File: config.mk
export PLATFORM = sky130hd
export DESIGN_NAME = tlp_prbs_lfsr
export DESIGN_NICKNAME = d
export VERILOG_FILES = /design/src/rtl/tlp_traffic_checker_pkg.sv /design/src/rtl/tlp_prbs_lfsr.sv
export SDC_FILE = /design/constraint.sdc
export NUM_CORES = 1
export LEC_CHECK = 0
export ABC_AREA = 1
export CAP_MARGIN = 20
export CORE_UTILIZATION = 48
export CTS_BUF_LIST = sky130_fd_sc_hd__clkbuf_8
export DETAILED_ROUTE_END_ITERATION = 10
export PLACE_DENSITY_LB_ADDON = 0.15
export SETUP_SLACK_MARGIN = 0.02
export SLEW_MARGIN = 20
export SYNTH_ARGS = -nofsm -noshare
export SYNTH_HDL_FRONTEND = slang
export SYNTH_SLANG_ARGS = --single-unit
File: constraint.sdc
create_clock -name i_clk -period 1.8 [get_ports i_clk]
set_input_delay 0.18 -clock i_clk [delete_from_list [all_inputs] [get_ports i_clk]]
set_output_delay 0.18 -clock i_clk [all_outputs]
set_load 0.005 [all_outputs]
File: src/rtl/tlp_traffic_checker_pkg.sv
// tlp_traffic_checker_pkg: channel state encoding and PRBS constants shared by the traffic checker.
package tlp_traffic_checker_pkg;

    typedef enum logic [1:0] {
        ST_IDLE  = 2'd0,
        ST_RUN   = 2'd1,
        ST_DRAIN = 2'd2,
        ST_DONE  = 2'd3
    } state_e;

    localparam logic [31:0] LFSR_POLY         = 32'h04C1_1DB7;
    localparam logic [31:0] LFSR_SEED_DEFAULT = 32'hACE1_0001;

    function automatic logic [31:0] lfsr_step(input logic [31:0] s);
        return {s[30:0], 1'b0} ^ (s[31] ? LFSR_POLY : 32'h0);
    endfunction

endpackage

File: src/rtl/tlp_prbs_lfsr.sv
// tlp_prbs_lfsr: 32-bit Galois PRBS with reseed/step; word output is the state replicated and truncated.
module tlp_prbs_lfsr
    import tlp_traffic_checker_pkg::*;
#(
    parameter int          TLP_WIDTH = 56,
    parameter logic [31:0] SEED      = LFSR_SEED_DEFAULT
) (
    input  logic                 i_clk,
    input  logic                 i_rst,
    input  logic                 i_reseed,
    input  logic                 i_step,
    output logic [TLP_WIDTH-1:0] o_word
);
    logic [31:0] lfsr_q, lfsr_d;

    always_comb lfsr_d = i_reseed ? SEED : i_step ? lfsr_step(lfsr_q) : lfsr_q;

    always_ff @(posedge i_clk) begin
        if (i_rst) lfsr_q <= SEED;
        else       lfsr_q <= lfsr_d;
    end

    always_comb begin
        for (int i = 0; i < TLP_WIDTH; i++) o_word[i] = lfsr_q[i % 32];
    end

endmodule

## Word level (Yosys, flattened, before mapping)

Index checks and enable logic that the tools add are counted.

- Reduce and logical (&&, ||, !) cells: 1
- Mux-type cells: 1
- Bitwise operators: 1

Operators by type and width:

| cell | number |
|---|---|
| $xor 32x27->32 | 1 |
| $mux 27 | 1 |
| $reduce_or 2->1 | 1 |

- Flip-flop bits (word level): 32
- Output and inout port bits: 56
- Bits of input ports: 4
- Logic and storage cells: 4

## Logic depth before layout (Yosys ltp)

Gate-level depths: netlist (run 1).

- Word-level depth: 2
- Mapped depth: 6
- Mapped depth without buffers: 5

## Worst setup path before layout (run 1)

No wires, ideal clock.

- Kind: reg-to-reg
- From: reg lfsr_q[31]
- To: reg lfsr_q[11]
- Arrival time: 0.824 ns
- Stages on the path, launching flop included: 7
- Clock period less this slack: 0.933 ns
- Setup time: 0.109 ns
- Path slack: 0.867 ns
- Cells stage by stage: dfxtp_1 inv_2 buf_6 nand2_1 nand3_1 nand2_1 inv_1

- Longest elaborated chain between the ends: 2

RTL lines:

| item | line | text |
|---|---|---|
| start, declared | tlp_prbs_lfsr.sv:14 | `logic [31:0] lfsr_q, lfsr_d;` |
| start signal, assigned | tlp_prbs_lfsr.sv:20 | `else lfsr_q <= lfsr_d;` |
| $mux 27 | tlp_traffic_checker_pkg.sv:15 | `return {s[30:0], 1'b0} ^ (s[31] ? LFSR_POLY : 32'h0);` |
| $xor 32x27->32 | tlp_traffic_checker_pkg.sv:15 |  |

Every way passes these cells.
A chain may end at the register's enable or synchronous reset.

## Worst setup path in the final report (run 1)

- From: reg lfsr_q[1]
- To: out o_word[33]

RTL lines:

| item | line | text |
|---|---|---|
| end, declared | tlp_prbs_lfsr.sv:12 | `output logic [TLP_WIDTH-1:0] o_word` |

No word-level cell between the ends.

==> run metrics, run 1 <==
flops & latches, synth 32; CP Depth 1; Critical Path, Cell by Cell clkdlybuf4s50_1; max_slew headroom 0.724; synth cell count leaders 73 x nand2_1, 32 x dfxtp_1, 26 x buf_4, 24 x inv_1; CTS tree done; cell taking the most area after synthesis dfxtp_1; Net Count, Synth 225; P&R area growth vs syn 33.1%; total setup buffers inserted after CTS 0; Setup WS pre-CTS 0.440 ns; Fin Setup TNS 0 ns; full die area 3410 µm²; fmax 723 MHz; Worst Max-Slew Pin Slew 0.414 ns; Yosys top cell area share 0.420; Final setup viols 0; run status completed; cells after synthesis 221; clock-pin slew on the worst setup and hold paths 0.06 ns; drt drc 0; Crit path largest cell delay 0.53 ns; layout cells sized above 1 0.0506; critical path class reg -> out; worst vdd ir 494 µV; arrival time at the worst endpoint 1.20 ns; Setup WS post-layout 0.418 ns; Top reg by flops lfsr_q; total grt overflow 0; drt pass-1 iters 4; Final Max Slew Viols 0; Antenna Violating Nets Remaining 0; Post-synth EDFFs 0; antenna violations before repair 0; clock sinks 32; Critical Path Start Type register; yosys warns 0; Layout fillers 280; GRT Total Usage 0.191; WL/cell 10.1 µm; Worst Path Buf+Inv 1; Core ar. 3030 µm²; area of the multi-input gates 541 µm²; vias in the first global route 1072; first-pass GRT wire length 4.83 mm; CTS Buf Count 5; Leakage Power 0.917 nW; maximum clock path buffer count 2; worst r2r src lfsr_q[31]; Regs by FF count lfsr_q (32); initial drt markers 34; I/O pin count 60; ANT cells 0; Root Buffer Master clkbuf_8; sequential-to-total area share from yosys stat 0.420; register area 641 µm²; Initial Util 0.504; number of gates resized after CTS 0; crit path to o_word[33]; Critical R2R Capture lfsr_q[2]; routability cong. 0.758; worst reg2reg setup slack 0.73 ns; post-synthesis cell area 1530 µm²; Finished Core Util 0.671; top-count cell post-synth nand2_1; CTS Hold Bufs 0; # rows 20; final worst path period need 1.38 ns; crit share post-route 0.768; synth unique cells 13; Die W 58.4 µm; total detailed-routing wirelength 3.05 mm; largest net degree at the start of global routing 26; Final Hold Vio Count 0; Via Count 1348; CP endpoint kind output pin; Critical Path Source lfsr_q[1]; HPWL Detailed 2.01 mm; Die Y 58.4 µm; PwrDens 728 nW/µm²; CP max-delay cell clkdlybuf4s50_1; clk_skew 0.00383 ns; Synth Area per Inst 6.91 µm²; largest fanout on the critical path 5; H-tree depth 2; top cells by area, synth dfxtp_1 42%, nand2_1 18%, buf_4 13%; fraction of registers with async set/reset 0; worst endpoint required time 1.62 ns; routed vias/inst 4.48; NumNets Final 261; ys flop type dfxtp_1; delay-heaviest family, CP buffers and inverters; max FFs per register 32; Max Cap Viol 0; Port Buffers 59; unrepaired setup endpoints after global routing no; Register-to-Register Path Depth 6; Clock Latency Late Sink 0.28 ns; worst hold path class reg -> reg
-- worst min path at each step --
stage,from,endpoint,depth (start not counted)
final,lfsr_q[30],lfsr_q[30],2
after global placement,lfsr_q[30],lfsr_q[30],2
after CTS,lfsr_q[30],lfsr_q[30],2
after global routing,lfsr_q[18],lfsr_q[18],2
after detailed placement,lfsr_q[30],lfsr_q[30],2
after floorplan,i_rst,lfsr_q[27],2
-- cells in the final DEF, fill, tap and decap left out --
cell and n:
a21oi_1 18, clkbuf_8 5, nand3_1 11, inv_1 25, buf_4 4, clkinv_2 1
o21ai_0 5, clkdlybuf4s50_1 59, dfxtp_1 32, nor2_1 18, o211ai_1 3, nand2_1 73
inv_2 2, nor2_2 1
-- cell families after synthesis --
family                 synth area share
AOI/OAI and AO/OA                0.0902
DFF                               0.420
buffers and inverters             0.226
and+or+nand+nor                   0.264
-- per-layer routing --
metal	track usage	share of wire	wire, µm	up-vias
met2	0.304	0.44	1340	49
met1	0.233	0.46	1420	577
met5	0	0	0	-
met4	0.122	0.024	72	0
li1	-	-	-	714
met3	0.0418	0.073	223	8
-- worst reg2reg max path: stages (launching register included) --
cell and delay, ns:
dfxtp_1 0.34, buf_4 0.21, inv_2 0.16, nand2_1 0.09, nand3_1 0.07, nand2_1 0.06
inv_1 0.04
-- final cells by class --
| class | count | area share |
|---|---|---|
| Clock buffer | 5 | 0.0339 |
| Tap cell | 44 | 0.0271 |
| Clock inverter | 2 | 0.00431 |
| Inverter | 26 | 0.0480 |
| Timing Repair Buffer | 63 | 0.305 |
| Sequential cell | 32 | 0.315 |
| Multi-Input combinational cell | 129 | 0.266 |
-- report_power, final --
group,internal (mW),switching [mW]
registers,0.736,0.0265
clock network,0.257,0.247
logic,0.116,0.0965
-- stage by stage --
step | power [mW] | hold WS [ns] | instance area (µm²) | instances
floorplan | 0.905 | 0.326 | 1530 | 221
global placement | 0.989 | 0.476 | 1950 | 294
detailed placement | 0.991 | 0.479 | 1950 | 294
CTS | 1.49 | 0.488 | 2030 | 301
global route | 1.55 | 0.518 | 2030 | 301
finish | 1.48 | 0.486 | 2030 | 301
No activity file was read; power rests on OpenSTA's default activity.
==> run 2, diff against run 1 <==
--- a/config.mk
+++ b/config.mk
@@ -7,7 +7,7 @@
 export LEC_CHECK = 0
 export ABC_AREA = 1
 export CAP_MARGIN = 20
-export CORE_UTILIZATION = 48
+export CORE_UTILIZATION = 45
 export CTS_BUF_LIST = sky130_fd_sc_hd__clkbuf_8
 export DETAILED_ROUTE_END_ITERATION = 10
 export PLACE_DENSITY_LB_ADDON = 0.15
==> constraint.sdc (replaced) <==
create_clock -name i_clk -period 1.34 [get_ports i_clk]
set_input_delay 0.134 -clock i_clk [delete_from_list [all_inputs] [get_ports i_clk]]
set_output_delay 0.134 -clock i_clk [all_outputs]
set_load 0.005 [all_outputs]
==> run 2 against run 1 <==
Combinational power grew 44%. Largest power group unchanged. Critical path depth unchanged. Sequential power up 35%.
==> run metrics, run 2 (synthesis gave the netlist of run 1 again) <==
Top reg by flops lfsr_q; HPWL Detailed 2.14 mm (+6.7%); largest net degree at the start of global routing 40 (+54%); Worst Path Buf+Inv 1 (unchanged); worst endpoint required time 1.21 ns (-0.41 ns); Die Y 60.2 µm (+3.2%); worst vdd ir 686 µV (+39%); clk_skew 0.00209 ns (-0.00173 ns); Initial Util 0.488 (-0.0161); unrepaired setup endpoints after global routing no; Core ar. 3130 µm² (+3.3%); clock-pin slew on the worst setup and hold paths 0.06 ns (about the same); CP max-delay cell clkdlybuf4s50_1; final worst path period need 1.28 ns; number of gates resized after CTS 9 (+9); run status completed; routability cong. 0.731 (-3.6%); fmax 779 MHz; NumNets Final 262 (+0.38%); layout cells sized above 1 0.174 (+0.123); max_slew headroom 0.752 (+0.0279); Crit path largest cell delay 0.51 ns (-0.02 ns); antenna violations before repair 0 (unchanged); I/O pin count 60 (unchanged); clock sinks 32 (unchanged); CTS Buf Count 5 (unchanged); delay-heaviest family, CP buffers and inverters; worst hold path class reg -> reg; total grt overflow 0 (unchanged); crit share post-route 0.958; Antenna Violating Nets Remaining 0 (unchanged); Root Buffer Master clkbuf_8; PwrDens 969 nW/µm² (+33%); CTS Hold Bufs 0 (unchanged); Finished Core Util 0.686 (+0.0149); commonest cells after routing, fill and taps aside 73 x nand2_1, 54 x clkdlybuf4s50_1, 29 x dfxtp_2; GRT Total Usage 0.194 (+0.00347); CTS tree done; largest fanout on the critical path 3 (-2); max FFs per register 32 (unchanged); Worst Max-Slew Pin Slew 0.372 ns (-0.0419 ns); H-tree depth 2 (unchanged); ANT cells 0 (unchanged); Clock Latency Late Sink 0.28 ns (about the same); Fin Setup TNS 0 ns (unchanged); critical path class reg -> out; total setup buffers inserted after CTS 0 (unchanged); Via Count 1397 (+3.6%); vias in the first global route 1169 (+9.0%); maximum clock path buffer count 2 (unchanged); Die W 60.2 µm (+3.2%); Critical Path, Cell by Cell clkdlybuf4s50_1; CP endpoint kind output pin; WL/cell 11.0 µm (+8.7%); Layout fillers 289 (+3.2%); P&R area growth vs syn 40.6%; Port Buffers 59 (unchanged); Regs by FF count lfsr_q (32); Leakage Power 1.00 nW (+9.6%); total detailed-routing wirelength 3.34 mm (+9.4%); full die area 3630 µm² (+6.4%); arrival time at the worst endpoint 1.15 ns (-0.05 ns); Max Cap Viol 0 (unchanged); Critical Path Start Type register; commonest non-fill, non-tap cell in the layout nand2_1; Final setup viols 0 (unchanged); drt pass-1 iters 4 (unchanged); routed vias/inst 4.61 (+3.0%); Final Max Slew Viols 0 (unchanged); drt drc 0 (unchanged); first-pass GRT wire length 5.15 mm (+6.7%); Final Hold Vio Count 0 (unchanged); initial drt markers 68 (+100%); # rows 20 (unchanged)
[run 2: cell count changes in the layout (fill, tap and decap cells not counted), sizes merged]
cell,previous run,this run
buf,4,5
clkinv,1,0
inv,27,28
dlymetal6s2s,0,5
clkbuf,5,6
clkdlybuf4s50,59,54
[run 2: where the power goes]
part	total (mW)	internal, mW	switching, mW
sequential	1.03	0.993	0.0367
combinational	0.305	0.168	0.136
clock	0.744	0.403	0.341
[run 2: cell type report]
class                   count  area, µm²  share of cell area
inverters                  26       97.6              0.0455
multi-input cells         129        541               0.252
flip-flops and latches     32        684               0.319
clock inverters             2       7.51             0.00350
clock buffers               6       82.6              0.0385
well taps                  44       55.1              0.0257
repair buffers             64        678               0.316
[run 2: per-layer routing]
layer,vias to the layer above,track usage,part of all wire
met2,41,0.312,0.46
li1,719,-,-
met3,5,0.0714,0.058
met1,632,0.231,0.47
met5,-,0,0
met4,0,0.0797,0.013
[run 2: worst paths after layout]
check                           startpoint          to  slack, ns  cells past startpoint
worst min-delay path            lfsr_q[27]  lfsr_q[27]       0.48                      2
worst max register to register  lfsr_q[31]   lfsr_q[2]       0.47                      5
worst max-delay path            lfsr_q[24]  o_word[24]       0.06                      1
worst min register to register  lfsr_q[27]  lfsr_q[27]       0.48                      2
[run 2: per-stage QoR]
step	setup WS [ns]	area, µm²	total power [mW]	instances	hold WS [ns]
final	0.0561	2150	2.08	303	0.476
after detailed placement	0.0287	2000	1.35	295	0.473
after global routing	0.0200	2150	2.17	303	0.493
after global placement	0.0945	2000	1.35	295	0.469
after floorplan	0.407	1530	1.22	221	0.280
after CTS	0.0228	2100	2.09	303	0.482
